--- config.mk ---
export PLATFORM = sky130hd
export DESIGN_NAME = el2_dec_trigger_ctl
export DESIGN_NICKNAME = d
export VERILOG_FILES = /design/src/rtl/el2_pkg.sv /design/src/rtl/el2_dec_trigger_chain.sv /design/src/rtl/el2_dec_trigger_ctl.sv
export SDC_FILE = /design/constraint.sdc
export NUM_CORES = 1
export LEC_CHECK = 0
export ABC_AREA = 1
export BUFFER_PORTS_ARGS = -buffer_cell sky130_fd_sc_hd__buf_2
export CAP_MARGIN = 20
export CORE_MARGIN = 1.5
export CORE_UTILIZATION = 35
export CTS_BUF_LIST = sky130_fd_sc_hd__clkbuf_4
export DETAILED_ROUTE_END_ITERATION = 12
export HOLD_SLACK_MARGIN = 0.02
export PLACE_DENSITY = 0.69
export SYNTH_ARGS = -nofsm -noshare
export SYNTH_HDL_FRONTEND = slang
export SYNTH_SLANG_ARGS = --single-unit
--- constraint.sdc ---
create_clock -name clk -period 1.2 [get_ports clk]
set_clock_uncertainty 0.05 [all_clocks]
set_input_delay 0.24 -clock clk [delete_from_list [all_inputs] [get_ports clk]]
set_output_delay 0.24 -clock clk [all_outputs]
set_load 0.02 [all_outputs]
--- src/rtl/el2_pkg.sv ---
// Shared types and constants for the decode trigger sequencer.
package el2_pkg;

   typedef enum logic [1:0] {
      IDLE  = 2'd0,
      REQ   = 2'd1,
      BLANK = 2'd2
   } el2_trig_state_t;

   localparam logic TRIG_ACT_BRK = 1'b0;
   localparam logic TRIG_ACT_DBG = 1'b1;

endpackage

--- src/rtl/el2_dec_trigger_chain.sv ---
// Per-pair chain qualification of raw decode trigger matches, masked in debug mode.
module el2_dec_trigger_chain #(
   parameter int NUM_TRIG = 4
) (
   input  logic [NUM_TRIG-1:0] raw_match,
   input  logic [NUM_TRIG-1:0] chain,
   input  logic                dbg_mode,
   output logic [NUM_TRIG-1:0] q
);

   genvar gi;
   generate
      for (gi = 0; gi < NUM_TRIG/2; gi++) begin : g_pair
         logic pair_both;
         logic unused_odd_chain;

         // A chained pair fires only when both halves match, and then reports both.
         assign pair_both        = raw_match[2*gi] & raw_match[2*gi+1];
         assign unused_odd_chain = chain[2*gi+1];

         assign q[2*gi]   = ~dbg_mode & (chain[2*gi] ? pair_both : raw_match[2*gi]);
         assign q[2*gi+1] = ~dbg_mode & (chain[2*gi] ? pair_both : raw_match[2*gi+1]);
      end
   endgenerate

endmodule

--- src/rtl/el2_dec_trigger_ctl.sv ---
// Turns qualified decode trigger matches into one held request to the TLU,
// blanks further captures until flush, and keeps sticky per-trigger hit bits.
module el2_dec_trigger_ctl
   import el2_pkg::*;
#(
   parameter int NUM_TRIG = 4
) (
   input  logic                clk,
   input  logic                rst,
   input  logic [NUM_TRIG-1:0] raw_match,
   input  logic                i0_decode_d,
   input  logic                dbg_mode,
   input  logic [NUM_TRIG-1:0] chain,
   input  logic [NUM_TRIG-1:0] action,
   input  logic                flush,
   input  logic                tlu_ack,
   input  logic [NUM_TRIG-1:0] hit_clr,
   output logic                trig_req,
   output logic                trig_action,
   output logic [NUM_TRIG-1:0] trig_match_r,
   output logic [NUM_TRIG-1:0] trig_hit,
   output logic                trig_busy
);

   el2_trig_state_t     state_reg, state_next;
   logic [NUM_TRIG-1:0] match_reg, match_next;
   logic                action_reg, action_next;
   logic [NUM_TRIG-1:0] hit_reg, hit_next;
   logic [NUM_TRIG-1:0] q;
   logic                fire;
   logic                act;

   el2_dec_trigger_chain #(.NUM_TRIG(NUM_TRIG)) u_chain (
      .raw_match (raw_match),
      .chain     (chain),
      .dbg_mode  (dbg_mode),
      .q         (q)
   );

   assign fire = (|q) & i0_decode_d;
   // Any enter-debug trigger in the qualified set overrides breakpoint.
   assign act  = (|(q & action)) ? TRIG_ACT_DBG : TRIG_ACT_BRK;

   always_comb begin
      state_next  = state_reg;
      match_next  = match_reg;
      action_next = action_reg;
      case (state_reg)
         IDLE: begin
            if (fire && !flush) begin
               state_next  = REQ;
               match_next  = q;
               action_next = act;
            end
         end
         REQ: begin
            if (flush) begin
               state_next  = IDLE;
               match_next  = '0;
               action_next = 1'b0;
            end else if (tlu_ack) begin
               state_next = BLANK;
            end
         end
         BLANK: begin
            if (flush) begin
               state_next  = IDLE;
               match_next  = '0;
               action_next = 1'b0;
            end
         end
         default: begin
            state_next  = IDLE;
            match_next  = '0;
            action_next = 1'b0;
         end
      endcase
   end

   // Set is ORed in after the clear so an acknowledged hit survives a same-cycle clear.
   assign hit_next = (hit_reg & ~hit_clr)
                   | ({NUM_TRIG{(state_reg == REQ) && tlu_ack}} & match_reg);

   always_ff @(posedge clk or posedge rst) begin
      if (rst) begin
         state_reg  <= IDLE;
         match_reg  <= '0;
         action_reg <= 1'b0;
         hit_reg    <= '0;
      end else begin
         state_reg  <= state_next;
         match_reg  <= match_next;
         action_reg <= action_next;
         hit_reg    <= hit_next;
      end
   end

   assign trig_req     = (state_reg == REQ);
   assign trig_busy    = (state_reg != IDLE);
   assign trig_action  = action_reg;
   assign trig_match_r = match_reg;
   assign trig_hit     = hit_reg;

endmodule

# --- Word level (Yosys, flattened, before mapping) ---
# Index checks and enable logic that the tools add are counted.
word_totals:
  wordCells: 49
  inputBits: 22
  out_inout_bits: 11
  ff_bits: 11
classes:
  muxes: 16
  bitwise_logic: 13
  eq_ne: 6
  reduce_logical: 10
ops:
  columns: ["cell", "n"]
  rows:
  - ["$and A4 B4 Y4", 3]
  - ["$mux W2", 4]
  - ["$mux W4", 2]
  - ["$pmux W4 S2", 1]
  - ["$reduce_or A4 Y1", 2]
  - ["$and A1 B1 Y1", 7]
  - ["$mux W1", 7]
  - ["$pmux W2 S3", 1]
  - ["$ne A2 B2 Y1 const B", 2]
  - ["$not A4 Y4", 1]
  - ["$or A4 B4 Y4", 1]
  - ["$ne A3 B3 Y1 const B", 1]
  - ["$reduce_and A3 Y1", 1]
  - ["$eq A2 B1 Y1 const B", 1]
  - ["$eq A2 B2 Y1 const B", 1]
  - ["$logic_and A1 B1 Y1", 2]
  - ["$logic_not A2 Y1", 1]
  - ["$ne A2 B1 Y1 const B", 1]
  - ["$pmux W1 S2", 1]
  - ["$reduce_and A2 Y1", 1]
  - ["$reduce_bool A2 Y1", 1]
  - ["$reduce_or A2 Y1", 1]
  - ["$logic_not A1 Y1", 1]
  - ["$not A1 Y1", 1]

# --- Longest topological paths before layout ---
depth:
  depth_word: 8
  depth_mapped: 9
  depth_no_buf: 9

# --- Modules after synthesis ---
# From an unflattened synthesis, not the netlist that was laid out.
hier_totals:
  hier_cells: 94
  hier_area_um2: 673.1
by_module_without_submodules:
  columns: ["mod", "area_each_um2", "instances", "seq_area_each_um2", "cells_per_inst"]
  rows:
  - ["el2_dec_trigger_ctl", 616.8, 1, 275.3, 79]
  - ["el2_dec_trigger_chain", 56.3, 1, 0.0, 15]

# --- Least setup slack after synthesis ---
# OpenSTA, ideal clock, no wires.
synth_path:
  path_kind: "register to register"
  start: "register state_reg[1]"
  end: "register state_reg[0]"
  t_arrival_ps: 1281
  synth_period_minus_slack_ps: 1448
  slack_ps: -248
  setup_time_ps: 117
  path_stages_with_launch: 9
  path_buffers: 0
  required_ps: 1033
  cell_sequence: "dfrtp_1 > inv_1 > ha_1 > inv_1 > nor2_1 > o21ai_0 > nand2_2 > nand2_1 > nand2_1"
synth_between:
  elab_chain_len: 3
  word_cells_on_any_way: 8
  classes_between: "eq/ne: 5; mux: 1; reduce/logical: 2"
synth_rtl:
  columns: ["element", "line", "source"]
  rows:
  - ["from (decl)", "el2_dec_trigger_ctl.sv:25", "el2_trig_state_t state_reg, state_next;"]
  - ["from (signal assigned)", "el2_dec_trigger_ctl.sv:91", "state_reg <= state_next;"]
  - ["$eq A2 B1 Y1 *", null, null]
  - ["via trig_req", "el2_dec_trigger_ctl.sv:18", "output logic trig_req,"]
  - ["$ne A3 B3 Y1 (no line)", null, null]
  - ["$reduce_and A3 Y1 (no line)", null, null]
# Mark *: on every way through the listed nets, which the timed path passes. The rest lies on a longest branch.
# A chain may end at the register's enable or synchronous reset.

# --- Worst setup path in the final report ---
layout_path:
  start: "register state_reg[0]"
  end: "output trig_busy"
layout_between:
  elab_chain_len: 1
layout_rtl:
  columns: ["element", "line", "source"]
  rows:
  - ["$reduce_bool A2 Y1", "el2_dec_trigger_ctl.sv:99", "assign trig_busy = (state_reg != IDLE);"]
  - ["to (decl)", "el2_dec_trigger_ctl.sv:22", "output logic trig_busy"]
# No other way between the ends.

==> impl_results.md <==
* Status: finished with violations
* Failing checks: setup timing
* Share of post-route cells with drive strength above 1 at 0.5294
* Yosys cell types at 13
* Num CTS Buffers at 3
* Critical path class: reg -> out
* Finished Cell Area at ~1100 um2
* Largest net degree at the start of global routing at 12
* DP Wirelength at 1207 um
* P_sw at 0.0009705 W
* Congestion Overflow GR at 0
* Ys async rst share at 1.000
* Fin. Hold Viols at 0
* Worst-Skew Late Latency at approximately 0.27 ns
* Unrepaired setup endpoints after global routing: yes
* Core ar. at between 1500 and 2000 um2
* Fin crit share at 1.161
* Final #Nets at roughly 160
* DRT Pass-1 Iters at 3
* Crit path max fanout at 3
* Avg Inst Size Synth at roughly 7.3 um2
* Row cnt at 15
* Slowest cell on crit path: dfrtp_1
* Switching Share at 0.4382
* Slew headroom at 0.7275
* Overall routed net length at between 1500 and 2000 um
* Clock power share at 0.125
* Horiz. Die Dim at around 47 um
* Syn Nets at around 120
* Worst path buffer plus inverter count at 3
* Die Height at about 47 um
* Sequential Power Share at 0.264
* CTS root buffer: clkbuf_4
* Wirelength per Cell at ~11 um
* Die area at between 2000 and 2500 um2
* Synth warn at 0
* Max-Cap Viols at 0
* Leak pwr at 0.5910 nW
* FMAX at about 0.72 GHz
* Worst hold path type: in -> reg
* Main synth FF type: dfrtp_1
* Vias in the first global route at between 700 and 800
* Antenna violations before repair at 0
* Initial drt markers at 5
* Hold slack at approximately 0.09 ns
* Critical Path AT at about 1.1 ns
* Ports at 33
* Min Clock Period, post-route at between 1 and 1.5 ns
* Placer Congestion at around 0.78
* Setup violations, final at 9
* Area Overhead vs Synth at 60.85%
* Fin worst setup slack at -0.1936 ns
* Vias at roughly 750
* Finished Layout Cells at 161
* # diodes at 0
* Pwr Density at 2042 nW/um2
* Comb power frac at 0.611
* Dpl cells at roughly 150
* Top cell type's share of synthesized area at 0.4082
* Maximum clock path buffer count at 2
* Req. time, crit path at 0.91 ns
* Top cells by count, synth: 21 x nand2_1, 15 x inv_1, 13 x nand3_1
* Mapped Cells at between 90 and 100
* Number of flops mapped to enable cells by yosys at 0
* Clock sinks at 11
* Crit end category: output pin
* Post-route ant nets at 0
* Buffers added on ports at 30
* Starting density of the core at 0.3823
* Crit-path max cell delay at about 0.42 ns
* # DRC at 0
* Max VDD drop at 0.0007612 V
* Register bit count reported by yosys at 11
* H-tree depth at 1
* CP Launch Type: register
* P_int at roughly 0.0012 W
* Most area-consuming cells after synthesis: dfrtp_1 41%, nand2_1 12%, nand3_1 9.6%
* Total track usage at 0.1698
* CP delay by family, top: flip-flops
* Worst-path clk slew at roughly 0.070 ns
* Final Slew Violations at 0
* Worst R2R Setup Slack at -0.10 ns
* Placed Area at 892.1 um2
* Slew @ Worst Pin at slightly above 0.4 ns
* First-pass GRT wire length at ~2600 um
* CTS tree: built
* Most frequent cell after synthesis: nand2_1
* Critical-path cell list: inv_2 > ha_4 > inv_4 > buf_6
* Yosys top cell by area: dfrtp_1
* Register area share after synthesis at 0.4082
* Vias/cell at between 4 and 5
* Synthesized cell area at between 600 and 700 um2
through the flow:
stage / power, W / TNS, ns / utilization / worst slack, ns
after floorplan: 0.001124 / -0.2798 / - / -0.05705
after global placement: 0.001421 / -0.5277 / 0.5057 / -0.07465
after detailed placement: 0.001437 / -0.5904 / 0.5057 / -0.08709
after CTS: 0.001921 / -0.6030 / 0.5610 / -0.1870
after global routing: 0.002378 / -1.196 / 0.6149 / -0.2449
final: 0.002215 / -0.7037 / 0.6149 / -0.1936
cells in the final DEF, fill, tap and decap left out:
cell type      synthesis  final
inv_4                  0      1
nand2_1               21     14
nand3_1               13     12
nand2_4                2      1
nand2_8                0      2
ha_2                   0      1
nor2_4                 0      1
nand3_2                1      2
ha_4                   0      2
o21ai_2                1      1
nand4_1                3      3
dlygate4sd3_1          0      1
buf_4                  0      7
nor2_2                 0      3
inv_2                  1      3
inv_1                 15     12
buf_2                  0     28
o21ai_4                0      1
nor2_1                11      7
o21ai_0                5      4
nand2_2                5     11
buf_6                  0      4
clkbuf_4               0      4
dfrtp_1               11     11
what timing repair did:
item	4_1_cts	5_1_grt
resized for setup	13	18
pin swaps	3	9
setup buffers	4	3
setup endpoints to repair	9	9
cloned	0	0
hold endpoints to repair	11	0
hold buffers	1	0
power by group through the flow:
stage                     sequential [W]  clock (W)  combinational [W]
final                           0.000584   0.000277            0.00135
after global routing            0.000602   0.000304            0.00147
after CTS                       0.000570   0.000283            0.00107
after detailed placement        0.000570          0           0.000867
after global placement          0.000566          0           0.000855
after floorplan                 0.000677          0           0.000448
layer usage:
| layer | track usage | routed length [um] | vias up |
|---|---|---|---|
| met5 | 0 | 0 | - |
| met4 | 0.1000 | 74 | 0 |
| met3 | 0.04231 | 125 | 8 |
| met2 | 0.3205 | 919 | 34 |
| met1 | 0.1639 | 693 | 327 |
| li1 | - | - | 377 |
worst register-to-register path: stages (launching register included):
cell and delay [ns]:
dfrtp_1 0.40, buf_4 0.14, buf_6 0.11, ha_4 0.15, o21ai_4 0.17, nand2_2 0.07
nand2_1 0.06, nand2_1 0.04
logic make-up (layout without fill, tap and decap cells):
logic type | count (synthesis) | after routing | share of synthesized area
fa+ha+maj | 3 | 3 | 0.05566
simple gates | 56 | 56 | 0.3970
compound gates | 6 | 6 | 0.05009
buf+inv | 16 | 60 | 0.08904
flops | 11 | 11 | 0.4082
path summary, 6_finish.rpt:
kind | start | to | cells past startpoint
min | hit_clr[2] | trig_hit[2] | 2
max in group asynchronous | rst | trig_hit[3] | 3
max | state_reg[0] | trig_busy | 4
min reg2reg | trig_action | trig_action | 2
max reg2reg | state_reg[1] | state_reg[1] | 7
min in group asynchronous | rst | state_reg[1] | 3
area by class of cell:
cell class / instances / area, um2
Sequential cell: 11 / 275.3
Multi-Input combinational cell: 65 / 437.9
Tap cell: 25 / 31.28
Inverter: 16 / 62.56
Fill cell: 168 / 679.4
Clock buffer: 4 / 30.03
Timing Repair Buffer: 40 / 247.7
No activity file was read; power rests on OpenSTA's default activity.
